===== config.mk =====
export PLATFORM = sky130hd
export DESIGN_NAME = gsim_seq_ctrl
export DESIGN_NICKNAME = d
export VERILOG_FILES = /design/src/rtl/gsim_pkg.sv /design/src/rtl/gsim_nbr_mask.sv /design/src/rtl/gsim_seq_ctrl.sv
export SDC_FILE = /design/constraint.sdc
export NUM_CORES = 1
export LEC_CHECK = 0
export ABC_CLOCK_PERIOD_IN_PS = 2330
export BUFFER_PORTS_ARGS = -buffer_cell sky130_fd_sc_hd__buf_4
export CORE_MARGIN = 2
export CORE_UTILIZATION = 50
export CTS_BUF_LIST = sky130_fd_sc_hd__clkbuf_8
export CTS_CLUSTER_DIAMETER = 50
export DETAILED_ROUTE_END_ITERATION = 10
export PLACE_DENSITY = 0.84
export SLEW_MARGIN = 20
export SYNTH_ARGS = -nofsm -noshare
export SYNTH_HDL_FRONTEND = slang
export SYNTH_HIERARCHICAL = 1
export SYNTH_SLANG_ARGS = --single-unit

===== constraint.sdc =====
create_clock -name clk -period 2.33 [get_ports clk]
set_clock_uncertainty 0.2 [all_clocks]
set_input_delay 0.233 -clock clk [delete_from_list [all_inputs] [get_ports clk]]
set_output_delay 0.233 -clock clk [all_outputs]
set_load 0.02 [all_outputs]

===== src/rtl/gsim_pkg.sv =====
// Shared encodings for the GSIM Gauss-Seidel sequencing controller.
// Pure declarations; no logic, no latency, no flow control.
package gsim_pkg;

  typedef enum logic [2:0] {
    ST_IDLE  = 3'd0,
    ST_LOAD  = 3'd1,
    ST_ISSUE = 3'd2,
    ST_WAIT  = 3'd3,
    ST_WRITE = 3'd4,
    ST_OUT   = 3'd5
  } state_t;

  localparam logic [1:0] SHREG_HOLD   = 2'b00;
  localparam logic [1:0] SHREG_SHIFT1 = 2'b01;
  localparam logic [1:0] SHREG_SHIFT4 = 2'b10;
  localparam logic [1:0] SHREG_SHIFT5 = 2'b11;

  localparam logic [1:0] X_SEL_ZERO   = 2'b00;
  localparam logic [1:0] X_SEL_PE     = 2'b01;
  localparam logic [1:0] X_SEL_RECIRC = 2'b10;

  localparam logic B_SEL_IN     = 1'b0;
  localparam logic B_SEL_RECIRC = 1'b1;

  localparam int GSIM_N = 16;

endpackage


===== src/rtl/gsim_nbr_mask.sv =====
// Row index to 6-neighbour boundary mask; purely combinational, zero latency.
// A bit is set only when that neighbour row lies inside 0..N-1.
module gsim_nbr_mask #(
  parameter int N = 16
) (
  input  logic [$clog2(N)-1:0] row_idx,
  output logic [5:0]           pe_mask
);

  localparam int RW = $clog2(N);

  // Even bits look down (r+k), odd bits look up (r-k), k = 1..3.
  always_comb begin
    pe_mask[0] = (row_idx <= RW'(N - 2));
    pe_mask[1] = (row_idx >= RW'(1));
    pe_mask[2] = (row_idx <= RW'(N - 3));
    pe_mask[3] = (row_idx >= RW'(2));
    pe_mask[4] = (row_idx <= RW'(N - 4));
    pe_mask[5] = (row_idx >= RW'(3));
  end

endmodule


===== src/rtl/gsim_seq_ctrl.sv =====
// Load/Calc/Out sequencer for the GSIM datapath: one row every PE_LAT+1 cycles.
// Words are taken only while in_ready (IDLE/LOAD); in_en elsewhere is ignored.
module gsim_seq_ctrl
  import gsim_pkg::*;
#(
  parameter int N       = GSIM_N,
  parameter int NR_ITER = 10,
  parameter int PE_LAT  = 2
) (
  input  logic                 clk,
  input  logic                 rst_n,
  input  logic                 in_en,
  output logic                 in_ready,
  output logic                 b_shreg_en,
  output logic [1:0]           b_shreg_ctrl,
  output logic                 b_sel,
  output logic                 x_shreg_en,
  output logic [1:0]           x_shreg_ctrl,
  output logic [1:0]           x_sel,
  output logic                 pe_issue,
  output logic [5:0]           pe_mask,
  output logic [$clog2(N)-1:0] row_idx,
  output logic [3:0]           iter_idx,
  output logic                 out_valid,
  output logic                 done
);

  localparam int RW = $clog2(N);
  localparam int WW = (PE_LAT > 2) ? $clog2(PE_LAT - 1) : 1;

  localparam logic [RW-1:0] ROW_LAST  = RW'(N - 1);
  localparam logic [3:0]    ITER_LAST = 4'(NR_ITER - 1);
  localparam logic [WW-1:0] WAIT_LAST = WW'((PE_LAT >= 2) ? PE_LAT - 2 : 0);

  state_t        state_q, state_d;
  logic [RW-1:0] load_q, load_d;
  logic [RW-1:0] row_q, row_d;
  logic [3:0]    iter_q, iter_d;
  logic [WW-1:0] wait_q, wait_d;
  logic [5:0]    mask_raw;

  gsim_nbr_mask #(.N(N)) u_nbr_mask (
    .row_idx (row_q),
    .pe_mask (mask_raw)
  );

  always_ff @(posedge clk) begin
    if (!rst_n) begin
      state_q <= ST_IDLE;
      load_q  <= '0;
      row_q   <= '0;
      iter_q  <= '0;
      wait_q  <= '0;
    end else begin
      state_q <= state_d;
      load_q  <= load_d;
      row_q   <= row_d;
      iter_q  <= iter_d;
      wait_q  <= wait_d;
    end
  end

  assign in_ready = (state_q == ST_IDLE) || (state_q == ST_LOAD);
  assign row_idx  = row_q;
  assign iter_idx = iter_q;

  always_comb begin
    state_d      = state_q;
    load_d       = load_q;
    row_d        = row_q;
    iter_d       = iter_q;
    wait_d       = wait_q;
    b_shreg_en   = 1'b0;
    b_shreg_ctrl = SHREG_HOLD;
    b_sel        = B_SEL_IN;
    x_shreg_en   = 1'b0;
    x_shreg_ctrl = SHREG_HOLD;
    x_sel        = X_SEL_ZERO;
    pe_issue     = 1'b0;
    pe_mask      = 6'b0;
    out_valid    = 1'b0;
    done         = 1'b0;

    case (state_q)
      ST_IDLE, ST_LOAD: begin
        // Each accepted b word also shifts a zero into x, so x starts cleared.
        if (in_en) begin
          b_shreg_en   = 1'b1;
          b_shreg_ctrl = SHREG_SHIFT1;
          b_sel        = B_SEL_IN;
          x_shreg_en   = 1'b1;
          x_shreg_ctrl = SHREG_SHIFT1;
          x_sel        = X_SEL_ZERO;
          if (load_q == ROW_LAST) begin
            state_d = ST_ISSUE;
            load_d  = '0;
            row_d   = '0;
            iter_d  = '0;
          end else begin
            state_d = ST_LOAD;
            load_d  = load_q + 1'b1;
          end
        end
      end
      ST_ISSUE: begin
        pe_issue = 1'b1;
        pe_mask  = mask_raw;
        wait_d   = '0;
        state_d  = (PE_LAT == 1) ? ST_WRITE : ST_WAIT;
      end
      ST_WAIT: begin
        if (wait_q == WAIT_LAST) state_d = ST_WRITE;
        else                     wait_d  = wait_q + 1'b1;
      end
      ST_WRITE: begin
        x_shreg_en   = 1'b1;
        x_shreg_ctrl = SHREG_SHIFT1;
        x_sel        = X_SEL_PE;
        b_shreg_en   = 1'b1;
        b_shreg_ctrl = SHREG_SHIFT1;
        b_sel        = B_SEL_RECIRC;
        if (row_q != ROW_LAST) begin
          row_d   = row_q + 1'b1;
          state_d = ST_ISSUE;
        end else if (iter_q != ITER_LAST) begin
          row_d   = '0;
          iter_d  = (iter_q == 4'hF) ? iter_q : iter_q + 4'd1;
          state_d = ST_ISSUE;
        end else begin
          row_d   = '0;
          state_d = ST_OUT;
        end
      end
      ST_OUT: begin
        out_valid    = 1'b1;
        x_shreg_en   = 1'b1;
        x_shreg_ctrl = SHREG_SHIFT1;
        x_sel        = X_SEL_RECIRC;
        if (row_q == ROW_LAST) begin
          done    = 1'b1;
          row_d   = '0;
          iter_d  = '0;
          state_d = ST_IDLE;
        end else begin
          row_d = row_q + 1'b1;
        end
      end
      default: state_d = ST_IDLE;
    endcase
  end

endmodule


==> impl_metrics.json, run 1 <==
{
  "setup_viol": 0,
  "cp_max_fo": 12,
  "wire_per_inst_um": 12.22,
  "grtUsageMet2": 0.3133,
  "ys_seq_elements": 15,
  "async_flop_share": 0,
  "cp-start-kind": "flip-flop",
  "cts_made_buffers": 3,
  "maxCapViolCount": 0,
  "dieWidth_um": 49.55,
  "fmax_ghz": 0.4887,
  "hold_violations": 0,
  "dr.first_iter.drc_count": 25,
  "period_needed_ns": 2.046,
  "crit_family": "flip-flops",
  "routed_wl_um": 2138,
  "syn_to_final_growth_pct": 21.71,
  "stdcell_area_sq_um": 1262,
  "fin_setup_tns_ns": 0,
  "root_buffer": "clkbuf_8",
  "met3_usage": 0.03030,
  "dr.pass1.iters": 4,
  "status": "finished clean",
  "ctsResizeCount": 0,
  "critical_path_arrival_ns": 1.61,
  "grt_remaining_overflow": 0,
  "hold_buffers": 0,
  "num_io_pins": 30,
  "finalMaxSlewViolations": 0,
  "vias": 994,
  "dpl_cell_area_sq_um": 1217,
  "drc_errors": 0,
  "ys_types": 46,
  "criticalPathCategory": "flip-flop to output port",
  "htreeDepth": 1,
  "post-route-util": 0.6435,
  "slowest_stage": "dfxtp_1",
  "use_met1": 0.2292,
  "grt_setup_unrepaired": "false",
  "cp_slowest_stage_delay_ns": 0.52,
  "cts_setup_buffers": 0,
  "vias_per_cell": 5.680,
  "ys.flop_type": "dfxtp_1",
  "worstPathCellList": "or3b_4, inv_1, buf_4",
  "maxSlewHeadroom": 0.6312,
  "worst-path-buf-inv": 2,
  "cts_tree": "yes",
  "period_share": 0.8781,
  "yosysSeqAreaShare": 0.2895,
  "antenna_found_initial": 0,
  "synth_edf_count": 0,
  "grt.total_usage": 0.1839,
  "drive_gt1_frac": 0.2703,
  "critPathRequiredTime_ns": 1.90,
  "dp_hpwl_um": 1601,
  "ant_nets": 0,
  "yosys_warnings": 6,
  "core_sq_um": 1962,
  "grt.busiest_layer": "met2",
  "clk_pin_slew_ns": 0.06,
  "diodes": 0,
  "io_buffers": 27,
  "core.rowCount": 16,
  "endpoint_kind": "output port",
  "grt_max_degree": 21,
  "gp_congestion": 0.8618,
  "die_area_sq_um": 2455,
  "cts.sinks": 15,
  "p_leak_uw": 0.0005470,
  "layout.cells.non_filler": 175,
  "clkLatencyLatePin_ns": 0.24,
  "synth_area_sq_um": 1037,
  "tightest_slew_ns": 0.5532,
  "syn_area_per_cell_sq_um": 8.365,
  "die_h_um": 49.55,
  "min_path_type": "input port to flip-flop",
  "grt_pass1_vias": 861,
  "initial_core_util": 0.5287,
  "cts_buffer_depth": 2,
  "power_density_nw_per_um2": 404.3,
  "post-place-cells": 171,
  "irDropWorstVdd_mv": 0.2899,
  "layout_setup_ws_ns": 0.2839,
  "nNetsFinal": 156,
  "grt_pass1_wl_um": 3601,
  "pre_cts_slack_ns": 0.3753,
  "syn_inst": 124
}
-- path summary, 6_finish.rpt --
kind	start	slack [ns]	end	depth (start not counted)
setup / recovery	state_q[2]$_SDFFE_PN0P_	0.28	b_sel	3
hold / removal	in_en	0.08	state_q[1]$_SDFFE_PN0P_	2
setup reg to reg	row_idx[1]$_SDFFE_PN0P_	0.35	state_q[1]$_SDFFE_PN0P_	5
hold reg to reg	load_q[1]$_SDFFE_PN0P_	0.30	load_q[1]$_SDFFE_PN0P_	2
-- per-layer routing --
layer | up-vias | share of wire
li1 | 486 | -
met1 | 478 | 0.45
met2 | 28 | 0.49
met3 | 2 | 0.051
met4 | 0 | 0.0061
met5 | - | 0
-- state kept, by name, indices dropped and copies added (netlist names) --
register / count
iter_idx: 4
load_q: 4
row_idx: 4
state_q: 3
-- where the power goes --
group          total, uW  switching [uW]  internal (uW)
Combinational       38.7            21.8           16.9
Sequential           265            4.59            260
Clock                207            90.4            116
-- final cells by class --
type,instances,area [sq um]
fill,183,699.4
multi-input combinational,97,658.1
sequential,15,300.3
timing repair buffer,28,210.2
clock buffer,3,41.29
tap,27,33.78
inverter,4,15.01
clock inverter,1,3.754
-- metrics by stage --
step / total power [uW] / hold slack [ns]
2_1_floorplan: 301.2 / 0.1875
3_3_place_gp: 308.0 / 0.2765
3_5_place_dp: 309.0 / 0.2880
4_1_cts: 513.9 / 0.07270
5_1_grt: 535.5 / 0.07860
6_report: 510.5 / 0.07577
-- logic make-up (layout without fill, tap and decap cells) --
| family | after synthesis | count (layout) | synth area share |
|---|---|---|---|
| AOI/OAI and AO/OA | 26 | 26 | 0.1677 |
| xor gates and xnor gates | 1 | 1 | 0.008445 |
| adders and majority gates | 4 | 4 | 0.04825 |
| buffers and inverters | 13 | 36 | 0.07961 |
| DFF | 15 | 15 | 0.2895 |
| muxes | 4 | 4 | 0.03981 |
| other | 1 | 2 | 0.003615 |
| and+or+nand+nor | 60 | 60 | 0.3631 |
-- synth_stat cells (3+ instances only) --
cell type | number | area (sq um)
dfxtp_1 | 15 | 300.3
nand2_1 | 10 | 37.54
and2_1 | 9 | 56.30
nand3_1 | 8 | 40.04
a21oi_1 | 6 | 30.03
nor2_1 | 6 | 22.52
buf_4 | 5 | 37.54
ha_1 | 4 | 50.05
inv_1 | 4 | 15.01
nor2b_1 | 4 | 25.02
o21ai_0 | 4 | 20.02
mux2i_1 | 3 | 30.03
nand4b_1 | 3 | 26.28
nor3_1 | 3 | 15.01
-- layout by cell type, fill, tap and decap left out, types with 4 or more instances in the layout --
| master | count |
|---|---|
| nor2_1 | 6 |
| and2_1 | 9 |
| buf_4 | 28 |
| nand3_1 | 8 |
| o21ai_0 | 4 |
| dfxtp_1 | 15 |
| a21oi_1 | 6 |
| nor2b_1 | 4 |
| inv_1 | 5 |
| ha_1 | 4 |
| nand2_1 | 10 |
No activity file was read; power rests on OpenSTA's default activity.
==> run 2: changes to the inputs <==
- CORE_ASPECT_RATIO: not set -> 1.4
==> impl_metrics.json, run 2 (synthesis gave the netlist of run 1 again) <==
{
  "status": "finished clean",
  "cp-start-kind": "flip-flop",
  "dp_hpwl_um": 1784,
  "num_io_pins": 30,
  "vias_per_cell": 5.769,
  "period_needed_ns": 2.064,
  "r2r_cells": 5,
  "nNetsFinal": 156,
  "post-route-util": 0.6379,
  "ctsResizeCount": 0,
  "min_path_type": "input port to flip-flop",
  "wire_per_inst_um": 13.47,
  "maxCapViolCount": 0,
  "tightest_slew_ns": 0.5251,
  "maxSlewHeadroom": 0.6499,
  "htreeDepth": 1,
  "irDropWorstVdd_mv": 0.3619,
  "worstPathCellList": "or3b_4, inv_1, buf_4",
  "critical_path_arrival_ns": 1.63,
  "p_clk_frac": 0.419,
  "finalMaxSlewViolations": 0,
  "criticalPathCategory": "flip-flop to output port",
  "grt.total_usage": 0.1982,
  "power_frac_seq": 0.507,
  "power_density_nw_per_um2": 414.9,
  "grt_max_degree": 21,
  "period_share": 0.8860,
  "cp_max_fo": 12,
  "cp_slowest_stage_delay_ns": 0.54,
  "die_area_sq_um": 2460,
  "hold_buffers": 0,
  "dieWidth_um": 42.50,
  "io_buffers": 27,
  "syn_to_final_growth_pct": 21.35,
  "stdcell_area_sq_um": 1259,
  "p_leak_uw": 0.0005418,
  "setup_viol": 0,
  "switching_power_uw": 125.0,
  "core_sq_um": 1973,
  "min_path_cells": 2,
  "root_buffer": "clkbuf_8",
  "dr.pass1.iters": 4,
  "p_int_uw": 397.3,
  "power.total_uw": 522.3,
  "endpoint_kind": "output port",
  "swShare": 0.2394,
  "clkLatencyLatePin_ns": 0.25,
  "dr.first_iter.drc_count": 8,
  "final_common_cell": "buf_4",
  "multi_input_area_sq_um": 658.1,
  "grt_remaining_overflow": 0,
  "antenna_found_initial": 0,
  "cts_tree": "yes",
  "gp_congestion": 0.8228,
  "initial_core_util": 0.5257,
  "final_cell_mix": "buf_4 (28), dfxtp_1 (15), nand2_1 (10), and2_1 (9), nand3_1 (8)",
  "diodes": 0,
  "regArea_sq_um": 300.3,
  "hold_violations": 0,
  "fill_cells": 181,
  "cts_made_buffers": 3,
  "dpl_cell_area_sq_um": 1210,
  "fmax_ghz": 0.4844,
  "die_h_um": 57.89,
  "critPathRequiredTime_ns": 1.90,
  "grt_pass1_wl_um": 3864,
  "p_comb_frac": 0.074,
  "slowest_stage": "dfxtp_1",
  "routed_wl_um": 2276,
  "vias": 975,
  "clk_pin_slew_ns": 0.07,
  "grt_setup_unrepaired": "false",
  "core.rowCount": 19,
  "drc_errors": 0,
  "cts_setup_buffers": 0,
  "grt_pass1_vias": 937,
  "cts_buffer_depth": 2,
  "fin_setup_tns_ns": 0,
  "drive_gt1_frac": 0.2770,
  "cts.sinks": 15,
  "ant_nets": 0
}
[run 2: final cells by class]
class                      count  area share
clock inverter                 1    0.005964
clock buffer                   3     0.03280
inverter                       4     0.01193
multi-input combinational     97      0.5229
tap                           21     0.02087
timing repair buffer          28      0.1670
sequential                    15      0.2386
[run 2: power groups by stage]
stage | clock network, uW | logic, uW | registers [uW]
after global routing | 233 | 42.8 | 265
final | 219 | 38.9 | 265
after detailed placement | 0 | 38.9 | 270
after global placement | 0 | 37.5 | 270
after CTS | 223 | 39.0 | 264
after floorplan | 0 | 31.9 | 269
[run 2: worst max-delay path: cells and delay by family (launching register included)]
kind / cells / cell delay [ns]
and+or+nand+nor: 1 / 0.48
DFF: 1 / 0.54
buffers and inverters: 2 / 0.35
[run 2: path summary, 6_finish.rpt]
| check | start | endpoint | slack, ns |
|---|---|---|---|
| min reg2reg | load_q[1]$_SDFFE_PN0P_ | load_q[1]$_SDFFE_PN0P_ | 0.30 |
| max | state_q[2]$_SDFFE_PN0P_ | x_sel[0] | 0.27 |
| max reg2reg | row_idx[1]$_SDFFE_PN0P_ | iter_idx[1]$_SDFFE_PN0P_ | 0.28 |
| min | in_en | state_q[1]$_SDFFE_PN0P_ | 0.07 |
[run 2: per-stage QoR]
step                std cells  setup slack, ns  hold slack [ns]
global route              169           0.1503          0.07763
detailed placement        165           0.2905           0.2916
global placement          165           0.4567           0.2702
CTS                       169           0.2623          0.06238
floorplan                 125           0.4265           0.1875
finish                    169           0.2657          0.06597
[run 2: metal layers]
layer	wire (um)	track usage
met1	893	0.2101
met2	1210	0.3824
met3	117	0.03115
met4	54	0.07589
met5	0	0
==> run 3: changes to the inputs <==
- ABC_AREA: not set -> 1
- GPL_TIMING_DRIVEN: not set -> 0
- MAX_ROUTING_LAYER: not set -> met4
==> impl_metrics.json, run 3 <==
{
  "status": "finished clean",
  "syn_to_final_growth_pct": 25.84,
  "power_density_nw_per_um2": 391.6,
  "r2r_cells": 9,
  "nNetsFinal": 207,
  "criticalPathCategory": "flip-flop to output port",
  "final_cell_mix": "nand2_1 (35), buf_4 (31), nor2_1 (30), inv_1 (27), dfxtp_1 (15)",
  "grt_max_degree": 11,
  "yosys_warnings": 6,
  "endpoint_kind": "output port",
  "cts_buffer_depth": 2,
  "min_path_cells": 4,
  "irDropWorstVdd_mv": 0.3454,
  "clk_pin_slew_ns": 0.06,
  "fin_setup_tns_ns": 0,
  "gp_congestion": 0.8278,
  "syn_inst": 168,
  "critPathRequiredTime_ns": 1.90,
  "drive_gt1_frac": 0.2412,
  "syn_area_per_cell_sq_um": 6.226,
  "cp_common_cell": "buf_4",
  "core.rowCount": 19,
  "async_flop_share": 0,
  "yosysSeqAreaShare": 0.2871,
  "dp_hpwl_um": 1744,
  "grt_remaining_overflow": 0,
  "clkLatencyLatePin_ns": 0.25,
  "drc_errors": 0,
  "ant_nets": 0,
  "num_io_pins": 30,
  "diodes": 0,
  "cp_max_fo": 6,
  "grt.total_usage": 0.2008,
  "synth_commonest_cells": "nand2_1 (35), nor2_1 (30), inv_1 (26)",
  "grt_pass1_wl_um": 3829,
  "final_common_cell": "nand2_1",
  "grt_setup_unrepaired": "false",
  "ys_types": 24,
  "dr.pass1.iters": 4,
  "slowest_stage": "dfxtp_1",
  "hold_buffers": 0,
  "cts_setup_buffers": 0,
  "die_area_sq_um": 2479,
  "synth.most_common_cell": "nand2_1",
  "die_h_um": 58.12,
  "setup_viol": 0,
  "root_buffer": "clkbuf_8",
  "fmax_ghz": 0.5422,
  "dr.first_iter.drc_count": 25,
  "core_sq_um": 1973,
  "grt_pass1_vias": 974,
  "vias": 1094,
  "p_leak_uw": 0.0007013,
  "ys_seq_elements": 15,
  "period_needed_ns": 1.844,
  "cts_made_buffers": 3,
  "cp-start-kind": "flip-flop",
  "cp_slowest_stage_delay_ns": 0.51,
  "ctsResizeCount": 0,
  "wire_per_inst_um": 9.823,
  "hold_violations": 0,
  "maxCapViolCount": 0,
  "fill_cells": 186,
  "worstPathCellList": "nor2_1, nand2_2, nand2_1, buf_4, buf_4",
  "cts.sinks": 15,
  "vias_per_cell": 4.973,
  "htreeDepth": 1,
  "ys.flop_type": "dfxtp_1",
  "synth_edf_count": 0,
  "synth_area_sq_um": 1046,
  "critical_path_arrival_ns": 1.41,
  "initial_core_util": 0.5301,
  "power.total_uw": 515.4,
  "min_path_type": "input port to flip-flop",
  "synth_largest_area_cell": "dfxtp_1",
  "io_buffers": 26,
  "antenna_found_initial": 0,
  "period_share": 0.7915,
  "dieWidth_um": 42.66,
  "yosys.area.top_type_share": 0.2871,
  "synth_area_leaders": "dfxtp_1 (29%), nand2_1 (13%), nor2_1 (11%), inv_1 (9.3%), nand3_1 (6.7%)",
  "routed_wl_um": 2161,
  "cts_tree": "yes",
  "finalMaxSlewViolations": 0
}
-- run 3: changes by cell type after synthesis, moves of 3 or more --
cell / change
inv_2: +3
mux2i_1: -3
nor2_1: +24
nand2_2: +4
nand4b_1: -3
or2_0: +3
nor2_4: +3
inv_1: +22
nor2b_1: -4
nand3_1: +6
and2_1: -9
nand2_1: +25
-- run 3: critical path: cells and delay by family (launching register included) --
kind	cells	cell delay [ns]
flops	1	0.51
simple gates	3	0.39
buf+inv	2	0.27
-- run 3: area by class of cell --
class / instances / area, sq um / area share
tap: 21 / 26.28 / 0.01996
sequential: 15 / 300.3 / 0.2281
inverter: 29 / 108.9 / 0.08270
multi-input combinational: 119 / 599.3 / 0.4553
clock inverter: 1 / 3.754 / 0.002852
buffer: 6 / 41.29 / 0.03137
clock buffer: 3 / 41.29 / 0.03137
timing repair buffer: 26 / 195.2 / 0.1483
-- run 3: logic make-up after synthesis --
logic type	Yosys count	synth area share
buffers and inverters	35	0.1435
and+or+nand+nor	97	0.4294
adders and majority gates	4	0.04785
DFF	15	0.2871
other	1	0.003585
AOI/OAI and AO/OA	14	0.07178
xor gates and xnor gates	2	0.01675
-- run 3: path summary, 6_finish.rpt --
| path | from | endpoint | slack (ns) |
|---|---|---|---|
| setup / recovery | state_q[1]$_SDFFE_PN0P_ | b_shreg_ctrl[0] | 0.49 |
| hold / removal | in_en | state_q[0]$_SDFFE_PN0P_ | 0.19 |
| setup reg to reg | row_idx[0]$_SDFFE_PN0P_ | iter_idx[0]$_SDFFE_PN0P_ | 0.59 |
| hold reg to reg | load_q[2]$_SDFFE_PN0P_ | load_q[2]$_SDFFE_PN0P_ | 0.31 |
-- run 3: per-layer routing --
layer  global-route usage  part of all wire
met5                    -                 0
met4              0.08929             0.019
met3              0.03738             0.048
met2               0.3701              0.52
met1               0.1992              0.41
-- run 3: where the power goes --
| part | internal (uW) | switching [uW] | leakage (uW) |
|---|---|---|---|
| sequential | 262 | 4.63 | 0.000122 |
| clock | 117 | 88.9 | 0.0000269 |
| combinational | 17.7 | 25.9 | 0.000553 |
| total | 396 | 119 | 0.000701 |
-- run 3: metrics by stage --
stage               utilization  cell area, sq um  setup WS [ns]  cells  hold slack (ns)
floorplan                     -              1050         0.5276    169           0.2661
global placement         0.6443              1271         0.6244    216           0.2911
detailed placement       0.6443              1271         0.5973    216           0.2978
CTS                      0.6671              1316         0.4756    220           0.1899
global route             0.6671              1316         0.3236    220           0.2292
finish                   0.6671              1316         0.4858    220           0.1918
